$ cat src/rtl/vga_timing_gen.sv
// vga_timing_gen
// 640x480 @ 60 Hz VGA raster timing generator running from a 50 MHz system
// clock. A divide-by-two toggle produces the 25 MHz pixel clock. The same
// toggle is used as the pixel enable that steps the horizontal and vertical
// counters.
//
// Ports
//   Clk          in   1  system clock; all logic on its rising edge
//   reset_n      in   1  asynchronous active-low reset
//   vga_clk      out  1  pixel clock, Clk/2
//   hs           out  1  horizontal sync, active-low
//   vs           out  1  vertical sync, active-low
//   blank        out  1  1 = visible pixel, 0 = blanking interval
//   DrawX        out 10  current horizontal pixel count (0..799)
//   DrawY        out 10  current vertical line count (0..524)
//   frame_start  out  1  one-Clk pulse when the raster returns to (0,0)
//   frame_count  out 16  completed-frame counter
//
// Optional feature
//   VGA_FRAME_COUNT_EN  when defined, frame_count increments (wrapping) on
//                       every frame_start. When undefined, frame_count is
//                       tied to zero and no counter is built.
//
// The timing parameters default to standard 640x480 VGA. They are exposed
// so that the raster geometry can be changed without touching the logic.
module vga_timing_gen #(
  parameter int unsigned H_VISIBLE    = 640,
  parameter int unsigned H_SYNC_START = 656,
  parameter int unsigned H_SYNC_END   = 751,
  parameter int unsigned H_TOTAL      = 800,
  parameter int unsigned V_VISIBLE    = 480,
  parameter int unsigned V_SYNC_START = 490,
  parameter int unsigned V_SYNC_END   = 491,
  parameter int unsigned V_TOTAL      = 525
) (
  input  logic        Clk,
  input  logic        reset_n,
  output logic        vga_clk,
  output logic        hs,
  output logic        vs,
  output logic        blank,
  output logic [9:0]  DrawX,
  output logic [9:0]  DrawY,
  output logic        frame_start,
  output logic [15:0] frame_count
);

  localparam logic [9:0] H_LAST = 10'(H_TOTAL - 1);
  localparam logic [9:0] V_LAST = 10'(V_TOTAL - 1);
  localparam logic [9:0] H_VIS  = 10'(H_VISIBLE);
  localparam logic [9:0] H_SS   = 10'(H_SYNC_START);
  localparam logic [9:0] H_SE   = 10'(H_SYNC_END);
  localparam logic [9:0] V_VIS  = 10'(V_VISIBLE);
  localparam logic [9:0] V_SS   = 10'(V_SYNC_START);
  localparam logic [9:0] V_SE   = 10'(V_SYNC_END);

  logic       toggle_q, toggle_d;
  logic [9:0] hc_q, hc_d;
  logic [9:0] vc_q, vc_d;
  logic       hs_q, hs_d;
  logic       vs_q, vs_d;
  logic       blank_q, blank_d;
  logic       frame_start_q, frame_start_d;
  logic       pix_en;
  logic       h_wrap;
  logic       v_wrap;

  // Next-state logic. The sync and blank flags are decoded from the *next*
  // counter values so that all flags land on the same edge as DrawX/DrawY.
  // This keeps the registered outputs aligned with the counters while still
  // avoiding any combinational path from the counters to the pins.
  always_comb begin
    toggle_d      = ~toggle_q;
    pix_en        = toggle_q;
    h_wrap        = (hc_q == H_LAST);
    v_wrap        = (vc_q == V_LAST);
    hc_d          = hc_q;
    vc_d          = vc_q;
    frame_start_d = 1'b0;

    if (pix_en) begin
      if (h_wrap) begin
        hc_d = '0;
        if (v_wrap) begin
          vc_d          = '0;
          frame_start_d = 1'b1;
        end else begin
          vc_d = vc_q + 10'd1;
        end
      end else begin
        hc_d = hc_q + 10'd1;
      end
    end

    hs_d    = ~((hc_d >= H_SS) && (hc_d <= H_SE));
    vs_d    = ~((vc_d >= V_SS) && (vc_d <= V_SE));
    blank_d = (hc_d < H_VIS) && (vc_d < V_VIS);
  end

  // Raster state. Reset puts the raster at (0,0) with the syncs idle and
  // blanking asserted. The first edge after release then raises blank,
  // because (0,0) is a visible pixel.
  always_ff @(posedge Clk or negedge reset_n) begin
    if (!reset_n) begin
      toggle_q      <= 1'b0;
      hc_q          <= '0;
      vc_q          <= '0;
      hs_q          <= 1'b1;
      vs_q          <= 1'b1;
      blank_q       <= 1'b0;
      frame_start_q <= 1'b0;
    end else begin
      toggle_q      <= toggle_d;
      hc_q          <= hc_d;
      vc_q          <= vc_d;
      hs_q          <= hs_d;
      vs_q          <= vs_d;
      blank_q       <= blank_d;
      frame_start_q <= frame_start_d;
    end
  end

`ifdef VGA_FRAME_COUNT_EN
  logic [15:0] frame_count_q, frame_count_d;

  // The frame counter steps on the same edge that raises frame_start and
  // wraps naturally at 16 bits.
  always_comb begin
    frame_count_d = frame_count_q;
    if (frame_start_d) begin
      frame_count_d = frame_count_q + 16'd1;
    end
  end

  always_ff @(posedge Clk or negedge reset_n) begin
    if (!reset_n) begin
      frame_count_q <= '0;
    end else begin
      frame_count_q <= frame_count_d;
    end
  end

  assign frame_count = frame_count_q;
`else
  assign frame_count = '0;
`endif

  assign vga_clk     = toggle_q;
  assign hs          = hs_q;
  assign vs          = vs_q;
  assign blank       = blank_q;
  assign DrawX       = hc_q;
  assign DrawY       = vc_q;
  assign frame_start = frame_start_q;

endmodule

$ cat config.mk
export PLATFORM = sky130hd
export DESIGN_NAME = vga_timing_gen
export DESIGN_NICKNAME = d
export VERILOG_FILES = /design/src/rtl/vga_timing_gen.sv
export SDC_FILE = /design/constraint.sdc
export NUM_CORES = 1
export LEC_CHECK = 0
export ABC_AREA = 1
export CAP_MARGIN = 15
export CORE_ASPECT_RATIO = 2
export CORE_MARGIN = 5
export CORE_UTILIZATION = 45
export CTS_CLUSTER_DIAMETER = 80
export DETAILED_ROUTE_END_ITERATION = 7
export PLACE_DENSITY = 0.72
export SLEW_MARGIN = 10
export SYNTH_ARGS = -nofsm -noshare
export SYNTH_HDL_FRONTEND = slang
export SYNTH_SLANG_ARGS = --single-unit
export TNS_END_PERCENT = 30
$ cat constraint.sdc
create_clock -name Clk -period 1.9 [get_ports Clk]
set_input_delay 0.475 -clock Clk [delete_from_list [all_inputs] [get_ports Clk]]
set_output_delay 0.475 -clock Clk [all_outputs]
set_load 0.03 [all_outputs]
# Word level (Yosys, flattened, before mapping)
# Index checks and enable logic that the tools add are counted.
[op_classes] add_sub_neg=2 n_lt_le_gt_ge=6 n_eq_ne=2 muxes=8 bitwise=3 n_reduce_logical=3
[op_table] cell="$mux W10" n=5
[op_table] cell="$add A10 B1 Y10 const B" n=2
[op_table] cell="$eq A10 B10 Y1 const B" n=2
[op_table] cell="$ge A10 B10 Y1 const B" n=1
[op_table] cell="$ge A10 B9 Y1 const B" n=1
[op_table] cell="$le A10 B10 Y1 const B" n=1
[op_table] cell="$le A10 B9 Y1 const B" n=1
[op_table] cell="$lt A10 B10 Y1 const B" n=1
[op_table] cell="$lt A10 B9 Y1 const B" n=1
[op_table] cell="$logic_and A1 B1 Y1" n=3
[op_table] cell="$mux W1" n=3
[op_table] cell="$not A1 Y1" n=3
[totals] reg_bits=25 inputBits=2 output_inout_bits=41

# Depth between registers and ports, before layout
# Gate-level depths: netlist (run 1).
[depth] depth_word=7 mapped_depth=12 mapped_depth_nobuf=12

# Least setup slack after synthesis (run 1)
# No wires, ideal clock.
[synth_path] kind="flip-flop to flip-flop" startpoint="register hc_q[0], in the netlist DrawX[0]" endpoint="register vs_q, in the netlist vs" setup_time_ns=0.083 t_arrival_ns=1.750 required_time_ns=1.817 slack_ns=0.066 stages_incl_launch_ff=12 n_path_buf=1 synth_period_minus_slack_ns=1.834 path_cell_list="dfrtp_1 ha_1 nand2_1 nor2_8 nand3_4 nor2_4 buf_6 nand3_2 nand3_2 nand3_2 nor2_1 nand3_1"
[synth_via] elab_chain_len=6 word_cells_on_any_way=7 classes_between="order compare: 2; eq/ne: 1; mux: 2; bitwise: 1; reduce/logical: 1"
[synth_lines] item="start, declared" line="58" rtl="logic [9:0] hc_q, hc_d;"
[synth_lines] item="start signal, assigned" line="106" rtl="hc_q <= '0;"
[synth_lines] item="start signal, assigned" line="114" rtl="hc_q <= hc_d;"
[synth_lines] item="$eq A10 B10 Y1 *" line="75" rtl="h_wrap = (hc_q == H_LAST);"
[synth_lines] item="$mux W10 *" line="82" rtl="if (h_wrap) begin"
[synth_lines] item="$mux W10 *" line="81" rtl="if (pix_en) begin"
[synth_lines] item="$ge A10 B9 Y1 or $le A10 B9 Y1 (tied branches)" line="96" rtl="vs_d = ~((vc_d >= V_SS) && (vc_d <= V_SE));"
[synth_lines] item="$logic_and A1 B1 Y1 *" line="96"
[synth_lines] item="$not A1 Y1 *" line="96"
[synth_lines] item="net vs_d" line="61" rtl="logic vs_q, vs_d;"
[synth_lines] item="end signal, assigned" line="117" rtl="vs_q <= vs_d;"
[synth_lines] item="end, declared" line="61"
# The timed path passes the listed nets; every way through them passes the cells marked *.

# Worst setup path after layout (run 1)
[layout_path] startpoint="register hc_q[8], in the netlist DrawX[8]" endpoint="output port DrawX[8]"
[layout_rtl] item="end, declared" line="42" rtl="output logic [9:0] DrawX,"
# No word-level cell between the ends.

==> results.md, run 1 <==
- Die height: 96.5 um
- Met2 Use GR: 32.6%
- Most Crowded Layer GR: met2
- Max IR drop VDD: 0.372 mV
- Initial core utilization: 46.6%
- CTS Sinks: 25
- Hold Fails Final Rpt: 0
- Crit path cell chain: clkdlybuf4s50_1
- First-pass GRT wire length: 6.23 mm
- Worst reg2reg path depth: 11
- Clock-pin slew on the worst setup and hold paths: 90 ps
- Die X-Extent: 53.2 um
- Placeable Area: 3610 sq um
- Area of the mapped netlist: 1680 sq um
- Outcome: finished clean
- Number of flops mapped to enable cells by yosys: 0
- Routed via count: 1,514
- WP data arrival: 1390 ps
- Crit end category: output port
- Via-to-Cell Ratio: 4.84
- # port buffers: 26
- Critical-path top delay cell: clkdlybuf4s50_1
- All-Layer GR Usage: 16.5%
- Final Skew: 4.56 ps
- Final instance area: 2050 sq um
- Root Buffer: clkbuf_8
- Post-Place Worst Slack: 87.2 ps
- Final TNS setup: 0 ps
- Most frequent cells in the layout: 54 x nand2_1, 38 x inv_1, 27 x nor2_1
- Total wire length: 3.91 mm
- Design Power: 0.901 mW
- H-tree levels: 1
- Worst stage delay on the critical path: 700 ps
- Max-cap check violation count: 0
- Min-delay worst type: flip-flop to flip-flop
- Worst path depth: 1
- Post-Layout Cell Count: 313
- Final Cycle Share: 98.2%
- Met3 usage: 2.30%
- N_diodes: 0
- R2r setup slk: 110 ps
- CTS tree: built
- Worst Slack Setup Final: 34.8 ps
- Sequential area share after synthesis: 37.4%
- Post-DRT Antenna Nets: 0
- Num rows: 31
- Placed cell areas: 1970 sq um
- Worst hold margin: 534 ps
- Largest net degree at the start of global routing: 26
- Worst hold stages: 1
- WS Path Type: flip-flop to output port
- Post-synth cell types: 28
- FMAX: 0.536 GHz
- DR iter-0 viols: 34
- Dominant synthesized flop cell: dfrtp_1
- Flops & latches, synth: 25
- # nets final: 270
- Deepest clock path buffer count: 2
- Critical Path RT: 1420 ps
- GPL Wtd Cong: 0.861
- Finish-stage setup viols: 0
- Top delay family on crit path: buffers and inverters
- Met1 usage in global routing: 15.7%
- TritonRoute pass-1 iters: 4
- Power per cell area: 439 nW/um^2
- Synth-to-Final Area Change: 22.2%
- Leakage power: 1.20 nW
- Async set-reset flop share out of synthesis: 100%
- Synth top area cells: dfrtp_1 34%, nand2_1 13%, inv_1 8.5%, buf_4 7.1%, nand3_1 6.3%
- Total gr overflow: 0
- Final Core Density: 57.0%
- Buf/Inv on CP: 1
- DRC: 0
- Ys Warns: 0
- Total CTS buffers: 3
- Most common cell after layout, fill and taps aside: nand2_1
- Hpwl dp: 3.12 mm
- CP Max Fanout: 5
- RSZ-0062 raised after global routing: yes
- Post-Syn Instances: 232
- Share of the synthesized area in the top cell type: 34.2%
- Placed instance count: 308
- Initial antenna violation count: 0
- Vias in the first global route: 1,473
- CP startpoint kind: flip-flop
- Avg Inst Size Synth: 7.25 sq um
- Wire per inst: 12.5 um
- Post-synth top area cell: dfrtp_1
- Fin crit period: 1870 ps
- Slew Viols, Final: 0
- Layout cells sized above 1: 13.6%
- I/O pin count: 43
- Clk Latency, worst-skew pair: 270 ps
- DIE AREA: 5130 sq um
## worst paths after layout
| path | start | endpoint |
|---|---|---|
| worst min-delay path | vga_clk | vga_clk |
| max in group asynchronous | reset_n | hs |
| worst max-delay path | DrawX[8] | DrawX[8] |
| worst min register to register | vga_clk | vga_clk |
| worst max register to register | DrawX[1] | vs |
| min in group asynchronous | reset_n | DrawX[4] |
## synth_stat cells, types with 3 or more instances
master,number
nor2_1,27
nand4_1,6
buf_4,16
nand3_1,21
o21ai_0,4
nor3_1,6
nand3_2,5
inv_1,38
nand2_1,57
dfrtp_1,23
a21oi_1,3
ha_1,3
nor2_2,3
## sequential cells by signal, summed over array words and instances, names as in the netlist
register and cells:
DrawY 10, blank 1, DrawX 10, frame_start 1, vga_clk 1, hs 1
vs 1
## repair_timing
action | 4_1_cts | 5_1_grt
pin swaps | 0 | 2
cloned | 0 | 0
buffers inserted | 0 | 1
hold buffers | 0 | 0
setup endpoints to repair | 7 | 12
gates resized for setup | 7 | 17
## area by class of cell
type	instances	area (sq um)
Multi-Input combinational cell	165	843
Clock inverter	1	5.00
Tap cell	49	61.3
Fill cell	361	1550
Clock buffer	3	41.3
Timing Repair Buffer	32	332
Inverter	38	143
Sequential cell	25	629
## where the power goes
part,switching (mW),internal [mW],leakage [nW]
combinational,0.0525,0.00315,0.854
clock,0.167,0.147,0.0255
sequential,0,0.532,0.321
## routing by layer
metal,routed length [um],vias up
met5,0,-
met3,157,14
met4,138,0
li1,-,751
met2,2230,41
met1,1380,708
## cell families (layout without fill, tap and decap cells)
family / after synthesis / after routing / share of synthesized area, %
adder cells (fa/ha/maj): 3 / 3 / 2.23
flip-flops: 25 / 25 / 37.4
AO/OA/AOI/OAI: 10 / 10 / 3.42
buffers and inverters: 57 / 74 / 16.8
other: 1 / 16 / 0.223
XOR/XNOR: 4 / 4 / 2.08
AND/OR/NAND/NOR: 132 / 132 / 37.9
No activity file was read; power rests on OpenSTA's default activity.
==> run 2, diff against run 1 <==
--- a/config.mk
+++ b/config.mk
@@ -11,6 +11,7 @@
 export CORE_MARGIN = 5
 export CORE_UTILIZATION = 45
 export CTS_CLUSTER_DIAMETER = 80
+export CTS_CLUSTER_SIZE = 10
 export DETAILED_ROUTE_END_ITERATION = 7
 export PLACE_DENSITY = 0.72
 export SLEW_MARGIN = 10
==> results of run 2 <==
Final layout, timing and power as in run 1 (identical DEF).
